$ cat src/rtl/led_symbol_shifter_pkg.sv
// rtl/led_symbol_shifter_pkg.sv - shared constants, strobe encoding and width helper for the LED symbol shifter
package led_shift_pkg;

  localparam int POL_DROP_OLDEST = 0;
  localparam int POL_REJECT      = 1;

  typedef enum logic [1:0] {
    OP_IDLE,
    OP_PUSH,
    OP_BKSP,
    OP_CLR
  } op_e;

  // Counter width that never collapses to zero bits for tiny ranges.
  function automatic int cnt_width(input int values);
    return (values <= 2) ? 1 : $clog2(values);
  endfunction

endpackage

$ cat src/rtl/led_symbol_shifter_if.sv
// rtl/led_symbol_shifter_if.sv - strobe inputs and LED/status outputs of the symbol shifter
interface led_symbol_shifter_if #(
  parameter int WIDTH = 18,
  parameter int SYM_W = 4
);
  import led_shift_pkg::*;

  localparam int OCC_W = cnt_width(WIDTH + 1);
  localparam int BIT_W = cnt_width(SYM_W);

  logic             push;
  logic             n;
  logic             bksp;
  logic             clr;
  logic [WIDTH-1:0] led;
  logic [OCC_W-1:0] occ;
  logic [BIT_W-1:0] bit_cnt;
  logic             full;
  logic             empty;
  logic             sym_done;
  logic             reject;

  modport master (
    output push, n, bksp, clr,
    input  led, occ, bit_cnt, full, empty, sym_done, reject
  );

  modport slave (
    input  push, n, bksp, clr,
    output led, occ, bit_cnt, full, empty, sym_done, reject
  );

endinterface

$ cat src/rtl/led_symbol_shifter.sv
// rtl/led_symbol_shifter.sv - serial bit entry into SYM_W-bit symbols with backspace, clear and full policy
module led_symbol_shifter
  import led_shift_pkg::*;
#(
  parameter int WIDTH       = 18,
  parameter int SYM_W       = 4,
  parameter int FULL_POLICY = POL_DROP_OLDEST
) (
  input  logic                 clk1,
  input  logic                 reset,
  led_symbol_shifter_if.slave  bus
);

  localparam int OCC_W = cnt_width(WIDTH + 1);
  localparam int BIT_W = cnt_width(SYM_W);
  localparam logic [OCC_W-1:0] OCC_FULL = OCC_W'(WIDTH);
  localparam logic [OCC_W-1:0] OCC_SYM  = OCC_W'(SYM_W);
  localparam logic [BIT_W-1:0] BIT_LAST = BIT_W'(SYM_W - 1);

  generate
    if (WIDTH < SYM_W || SYM_W < 2) begin : g_bad_params
      $error("led_symbol_shifter: need WIDTH >= SYM_W and SYM_W >= 2");
    end
  endgenerate

  logic [WIDTH-1:0] led_q, led_d;
  logic [OCC_W-1:0] occ_q, occ_d, k;
  logic [BIT_W-1:0] bit_q, bit_d;
  logic             sym_q, sym_d;
  logic             rej_q, rej_d;
  logic             full_w;
  op_e              op;

  assign full_w = (occ_q == OCC_FULL);

  always_comb begin
    op    = OP_IDLE;
    led_d = led_q;
    occ_d = occ_q;
    bit_d = bit_q;
    sym_d = 1'b0;
    rej_d = 1'b0;
    k     = '0;

    if (bus.clr)       op = OP_CLR;
    else if (bus.bksp) op = OP_BKSP;
    else if (bus.push) op = OP_PUSH;

    unique case (op)
      OP_CLR: begin
        led_d = '0;
        occ_d = '0;
        bit_d = '0;
      end
      OP_BKSP: begin
        if (occ_q == '0) begin
          rej_d = 1'b1;
        end else begin
          // A partial symbol goes first; otherwise a whole (possibly truncated) symbol.
          if (bit_q != '0)            k = OCC_W'(bit_q);
          else if (occ_q < OCC_SYM)   k = occ_q;
          else                        k = OCC_SYM;
          led_d = led_q >> k;
          occ_d = occ_q - k;
          bit_d = '0;
        end
      end
      OP_PUSH: begin
        if (full_w && FULL_POLICY == POL_REJECT) begin
          rej_d = 1'b1;
        end else begin
          led_d = {led_q[WIDTH-2:0], bus.n};
          if (!full_w) occ_d = occ_q + OCC_W'(1);
          bit_d = (bit_q == BIT_LAST) ? '0 : bit_q + BIT_W'(1);
          sym_d = (bit_q == BIT_LAST);
        end
      end
      default: ;
    endcase
  end

  always_ff @(posedge clk1 or posedge reset) begin
    if (reset) begin
      led_q <= '0;
      occ_q <= '0;
      bit_q <= '0;
      sym_q <= 1'b0;
      rej_q <= 1'b0;
    end else begin
      led_q <= led_d;
      occ_q <= occ_d;
      bit_q <= bit_d;
      sym_q <= sym_d;
      rej_q <= rej_d;
    end
  end

  assign bus.led      = led_q;
  assign bus.occ      = occ_q;
  assign bus.bit_cnt  = bit_q;
  assign bus.full     = full_w;
  assign bus.empty    = (occ_q == '0);
  assign bus.sym_done = sym_q;
  assign bus.reject   = rej_q;

endmodule

$ cat src/flat_wrapper.sv
// flat-port wrapper written by rule: the top's interface ports become plain ports
module led_symbol_shifter_flat import led_shift_pkg::*;
#(
  parameter int WIDTH       = 18,
  parameter int SYM_W       = 4,
  parameter int FULL_POLICY = POL_DROP_OLDEST
)
  (clk1, reset, bus_push, bus_n, bus_bksp, bus_clr, bus_led, bus_occ, bus_bit_cnt, bus_full, bus_empty, bus_sym_done, bus_reject);
  led_symbol_shifter_if #(.WIDTH(WIDTH), .SYM_W(SYM_W)) bus_i ();
  input  logic clk1;
  input  logic reset;
  input wire logic [$bits(bus_i.push)-1:0] bus_push;
  input wire logic [$bits(bus_i.n)-1:0] bus_n;
  input wire logic [$bits(bus_i.bksp)-1:0] bus_bksp;
  input wire logic [$bits(bus_i.clr)-1:0] bus_clr;
  output wire logic [$bits(bus_i.led)-1:0] bus_led;
  output wire logic [$bits(bus_i.occ)-1:0] bus_occ;
  output wire logic [$bits(bus_i.bit_cnt)-1:0] bus_bit_cnt;
  output wire logic [$bits(bus_i.full)-1:0] bus_full;
  output wire logic [$bits(bus_i.empty)-1:0] bus_empty;
  output wire logic [$bits(bus_i.sym_done)-1:0] bus_sym_done;
  output wire logic [$bits(bus_i.reject)-1:0] bus_reject;
  assign bus_i.push = bus_push;
  assign bus_i.n = bus_n;
  assign bus_i.bksp = bus_bksp;
  assign bus_i.clr = bus_clr;
  assign bus_led = bus_i.led;
  assign bus_occ = bus_i.occ;
  assign bus_bit_cnt = bus_i.bit_cnt;
  assign bus_full = bus_i.full;
  assign bus_empty = bus_i.empty;
  assign bus_sym_done = bus_i.sym_done;
  assign bus_reject = bus_i.reject;
  led_symbol_shifter #(.WIDTH(WIDTH), .SYM_W(SYM_W), .FULL_POLICY(FULL_POLICY)) u_core (.clk1(clk1), .reset(reset), .bus(bus_i));
endmodule
$ cat config.mk
export PLATFORM = sky130hd
export DESIGN_NAME = led_symbol_shifter_flat
export DESIGN_NICKNAME = d
export VERILOG_FILES = /design/src/rtl/led_symbol_shifter_pkg.sv /design/src/rtl/led_symbol_shifter_if.sv /design/src/rtl/led_symbol_shifter.sv /design/src/flat_wrapper.sv
export SDC_FILE = /design/constraint.sdc
export NUM_CORES = 1
export LEC_CHECK = 0
export ABC_CLOCK_PERIOD_IN_PS = 3550
export BUFFER_PORTS_ARGS = -buffer_cell sky130_fd_sc_hd__buf_4
export CORE_ASPECT_RATIO = 0.9
export CORE_MARGIN = 2
export CORE_UTILIZATION = 52
export DETAILED_ROUTE_END_ITERATION = 6
export GPL_TIMING_DRIVEN = 0
export PLACE_DENSITY = 0.85
export RECOVER_POWER = 50
export SLEW_MARGIN = 15
export SYNTH_ARGS = -nofsm -noshare
export SYNTH_HDL_FRONTEND = slang
export SYNTH_SLANG_ARGS = --single-unit
$ cat constraint.sdc
create_clock -name clk1 -period 3.55 [get_ports clk1]
set_input_delay 0.71 -clock clk1 [delete_from_list [all_inputs] [get_ports clk1]]
set_output_delay 0.71 -clock clk1 [all_outputs]
set_load 0.005 [all_outputs]
==> flow_metrics.py <==
metrics = {
    "synth": {
        "yosys_warnings": 0,
        "yosysUniqueCellTypes": 53,
        "synthTopCellsByArea": "dfrtp_1 (32%), mux2i_1 (7.2%), ha_1 (5.4%)",
        "synth_top_area_cell": "dfrtp_1",
        "syn_inst": 232,
        "synth_nets": 248,
        "synth_seq_cells": 27,
        "yosysTopAreaCellShare": 0.324,
        "synthFlopType": "dfrtp_1",
        "mappedNetlistArea_sq_um": 2090,
        "syn_area_per_cell_sq_um": 9.00,
        "async_flop_share": 1.00,
        "seq_area_frac_synth": 0.324,
        "synth_edf_count": 0,
    },
    "critical_path": {
        "rr_worst_depth": 13,
        "crit_type": "reg2reg",
        "worst_path_most_repeated_cell": "ha_1",
        "r2r_end": "u_core.bus.occ[4]$_DFFE_PP0P_",
        "crit_family": "adder cells",
        "crit_path_max_fanout": 10,
        "r2r_setup_slack_ns": 0.34,
        "worstPathRequired_ns": 3.72,
        "crit_path_start_kind": "flip-flop",
        "reg2reg_from": "u_core.bus.bit_cnt[1]$_DFFE_PP0P_",
        "cp-end-kind": "flip-flop",
        "worstPathArrival_ns": 3.38,
        "cp-startpoint": "u_core.bus.bit_cnt[1]$_DFFE_PP0P_",
        "max_stage_delay_ns": 0.47,
        "slowest_stage": "dfrtp_1",
        "worst-path-buf-inv": 2,
        "cp_cell_sequence": "inv_1 > ha_1 > nor2b_1 > a31oi_2 > buf_2 > nand2b_1 > ha_1 > fa_1 > a21o_1 > a21oi_1 > xnor2_1 > mux2i_1 > o21ai_1",
    },
    "finish": {
        "final_cells": 316,
        "final_nets": 287,
        "finalInstanceArea_sq_um": 2450,
        "areaGrowthSynthToFinish_pct": 17.2,
        "fin_util": 0.647,
        "drive_above_1_share": 0.241,
        "diodes": 0,
        "fillers": 331,
        "register_area_sq_um": 676,
        "multi_input_area_sq_um": 1280,
    },
    "sta": {
        "rsz0062_at_grt": "false",
        "timing.final.crit_period_ns": 3.21,
        "slew_viol_final": 0,
        "relSlewSlack": 0.336,
        "finalCritPeriodShare": 0.904,
        "hold_ws_ns": 0.529,
        "max_freq_mhz": 312,
        "finalSetupViolCount": 0,
        "hold_viol_final": 0,
        "tightest_slew_ns": 0.990,
        "skew_ns": 0.00475,
        "tns_ns": 0,
        "setup_slack_ns": 0.342,
    },
    "placed_design": {
        "pre_cts_slack_ns": 0.175,
        "postPlaceCellArea_sq_um": 2400,
        "gp_congestion": 0.929,
        "dpl.cell_count": 312,
        "io_buffers": 34,
        "place.detailed.hpwl_microns": 3850,
    },
    "detailed_routing": {
        "routed_wirelength_microns": 5410,
        "vias": 2043,
        "postRouteAntennaNets": 0,
        "drcViolationCount": 0,
        "dr.pass1.iters": 5,
        "routed_via_density": 6.47,
        "routedWlPerCell_microns": 17.1,
        "drt_iter0_drc": 252,
    },
    "power_and_ir_drop": {
        "cellLeakagePower_nw": 1.23,
        "total_power_mw": 1.51,
        "p_per_area_nw_per_um2": 615,
        "peakVddDrop_uv": 454,
    },
    "global_route": {
        "antenna_found_initial": 0,
        "grt_pass1_wl_microns": 9090,
        "grt_usage": 0.245,
        "grt_max_degree": 28,
        "grt_overflow": 0,
        "grt_pass1_vias": 1880,
    },
    "clock_tree": {
        "htreeDepth": 1,
        "cts-resized-gates": 0,
        "post-cts-setup-buffers": 0,
        "cts_sinks": 27,
        "tritoncts": "built",
        "clk_path_buf_depth": 2,
        "cts_buffers": 3,
        "worstSkewPairLatency_ns": 0.28,
        "root_buffer": "clkbuf_8",
        "cts_hold_buf": 0,
        "path_clk_slew_ns": 0.10,
    },
    "run_status": {
        "outcome": "completed",
    },
    "floorplan": {
        "die_y_microns": 64.1,
        "start_util": 0.552,
        "fp-row-count": 21,
        "core_sq_um": 3780,
        "die-area_sq_um": 4540,
        "die_w_microns": 70.8,
        "ioPinCount": 35,
    },
    "job": {
        "max-cap-violations": 0,
    },
    "hold_path": {
        "hold_path_class": "in2async",
    },
}
==> registers in the layout (all words and copies together), names as in the netlist <==
name	flops
u_core.bus.bit_cnt	2
u_core.bus.led	18
u_core.bus.occ	5
u_core.bus.reject	1
u_core.bus.sym_done	1
==> final cells by class <==
class                           count  area share
Multi-Input combinational cell    180       0.525
Tap cell                           46      0.0235
Sequential cell                    27       0.276
Clock inverter                      1     0.00204
Inverter                            8      0.0123
Timing Repair Buffer               34       0.104
Buffer                             17      0.0404
Clock buffer                        3      0.0169
==> worst reg2reg max path: stages, from the launching register on <==
cell and delay [ns]:
dfrtp_1 0.47, inv_1 0.10, ha_1 0.28, nor2b_1 0.11
a31oi_2 0.28, buf_2 0.29, nand2b_1 0.11, ha_1 0.22
fa_1 0.41, a21o_1 0.20, a21oi_1 0.17, xnor2_1 0.16
mux2i_1 0.21, o21ai_1 0.08
==> cell usage after synthesis, types with 2 or more instances <==
master     instances
a21o_1             5
a21oi_1           14
a221o_1            4
a22o_1             3
a2bb2oi_1          2
a31o_2             3
a31oi_1            4
a32oi_1            2
and2_1             2
and3_1             9
buf_2              7
buf_6              3
clkbuf_1           6
dfrtp_1           27
ha_1               9
inv_1              8
mux2_1             2
mux2i_1           15
nand2_1           18
nand2b_1           2
nand3_1           10
nor2_1            16
nor2b_1            4
nor3_1             2
o21ai_0            7
o21ai_1            7
o221a_2            5
o221ai_1           2
o22ai_1            6
o31ai_1            2
xnor2_1            3
xor2_1             2
==> layer usage <==
metal  routed length [microns]  part of all wire  global-route usage  vias to the layer above
met2                      2550              0.47               0.369                       99
met4                        78             0.014              0.0708                        0
met1                      2360              0.44               0.353                      984
li1                          -                 -                   -                      947
met5                         0                 0                   0                        -
met3                       422             0.078              0.0552                       13
==> worst max-delay path by stage <==
stage                                    end  slack, ns  cells after the start
2_1_floorplan  u_core.bus.occ[4]$_DFFE_PP0P_       0.64                     11
5_1_grt        u_core.bus.occ[4]$_DFFE_PP0P_       0.14                     13
3_5_place_dp   u_core.bus.occ[4]$_DFFE_PP0P_       0.17                     12
3_3_place_gp   u_core.bus.occ[4]$_DFFE_PP0P_       0.28                     12
4_1_cts        u_core.bus.occ[4]$_DFFE_PP0P_       0.38                     13
6_report       u_core.bus.occ[4]$_DFFE_PP0P_       0.34                     13
==> cell families (layout without fill, tap and decap cells) <==
group	after synthesis	count (layout)	share of synthesized area
AO/OA/AOI/OAI	79	79	0.281
AND/OR/NAND/NOR	68	68	0.161
flip-flops	27	27	0.324
buffers and inverters	25	63	0.0617
multiplexers	18	18	0.0881
adder cells (fa/ha/maj)	10	10	0.0635
XOR/XNOR	5	5	0.0210
==> placed cells by master, fill, tap and decap left out, types with 3 or more instances in the layout <==
master	instances
clkbuf_8	3
and3_1	9
o22ai_1	6
a21o_1	5
nor2_1	16
clkbuf_4	15
a22o_1	3
xnor2_1	3
clkbuf_1	6
buf_4	20
dfrtp_1	27
inv_1	7
mux2i_1	15
nand3_1	10
o221a_2	5
buf_6	3
nand2_1	18
a221o_1	4
a21oi_1	14
o21ai_1	7
buf_2	7
nor2b_1	4
ha_1	9
a31oi_1	4
o21ai_0	7
a31o_2	3
==> power breakdown <==
part	leakage (nW)	switching (mW)	internal, mW	total (mW)
Combinational	0.838	0.485	0.389	0.873
Sequential	0.368	0.0883	0.359	0.448
Clock	0.0255	0.106	0.0791	0.185
Total	1.23	0.679	0.827	1.51
Note: power is estimated with default switching activity, not from simulation.
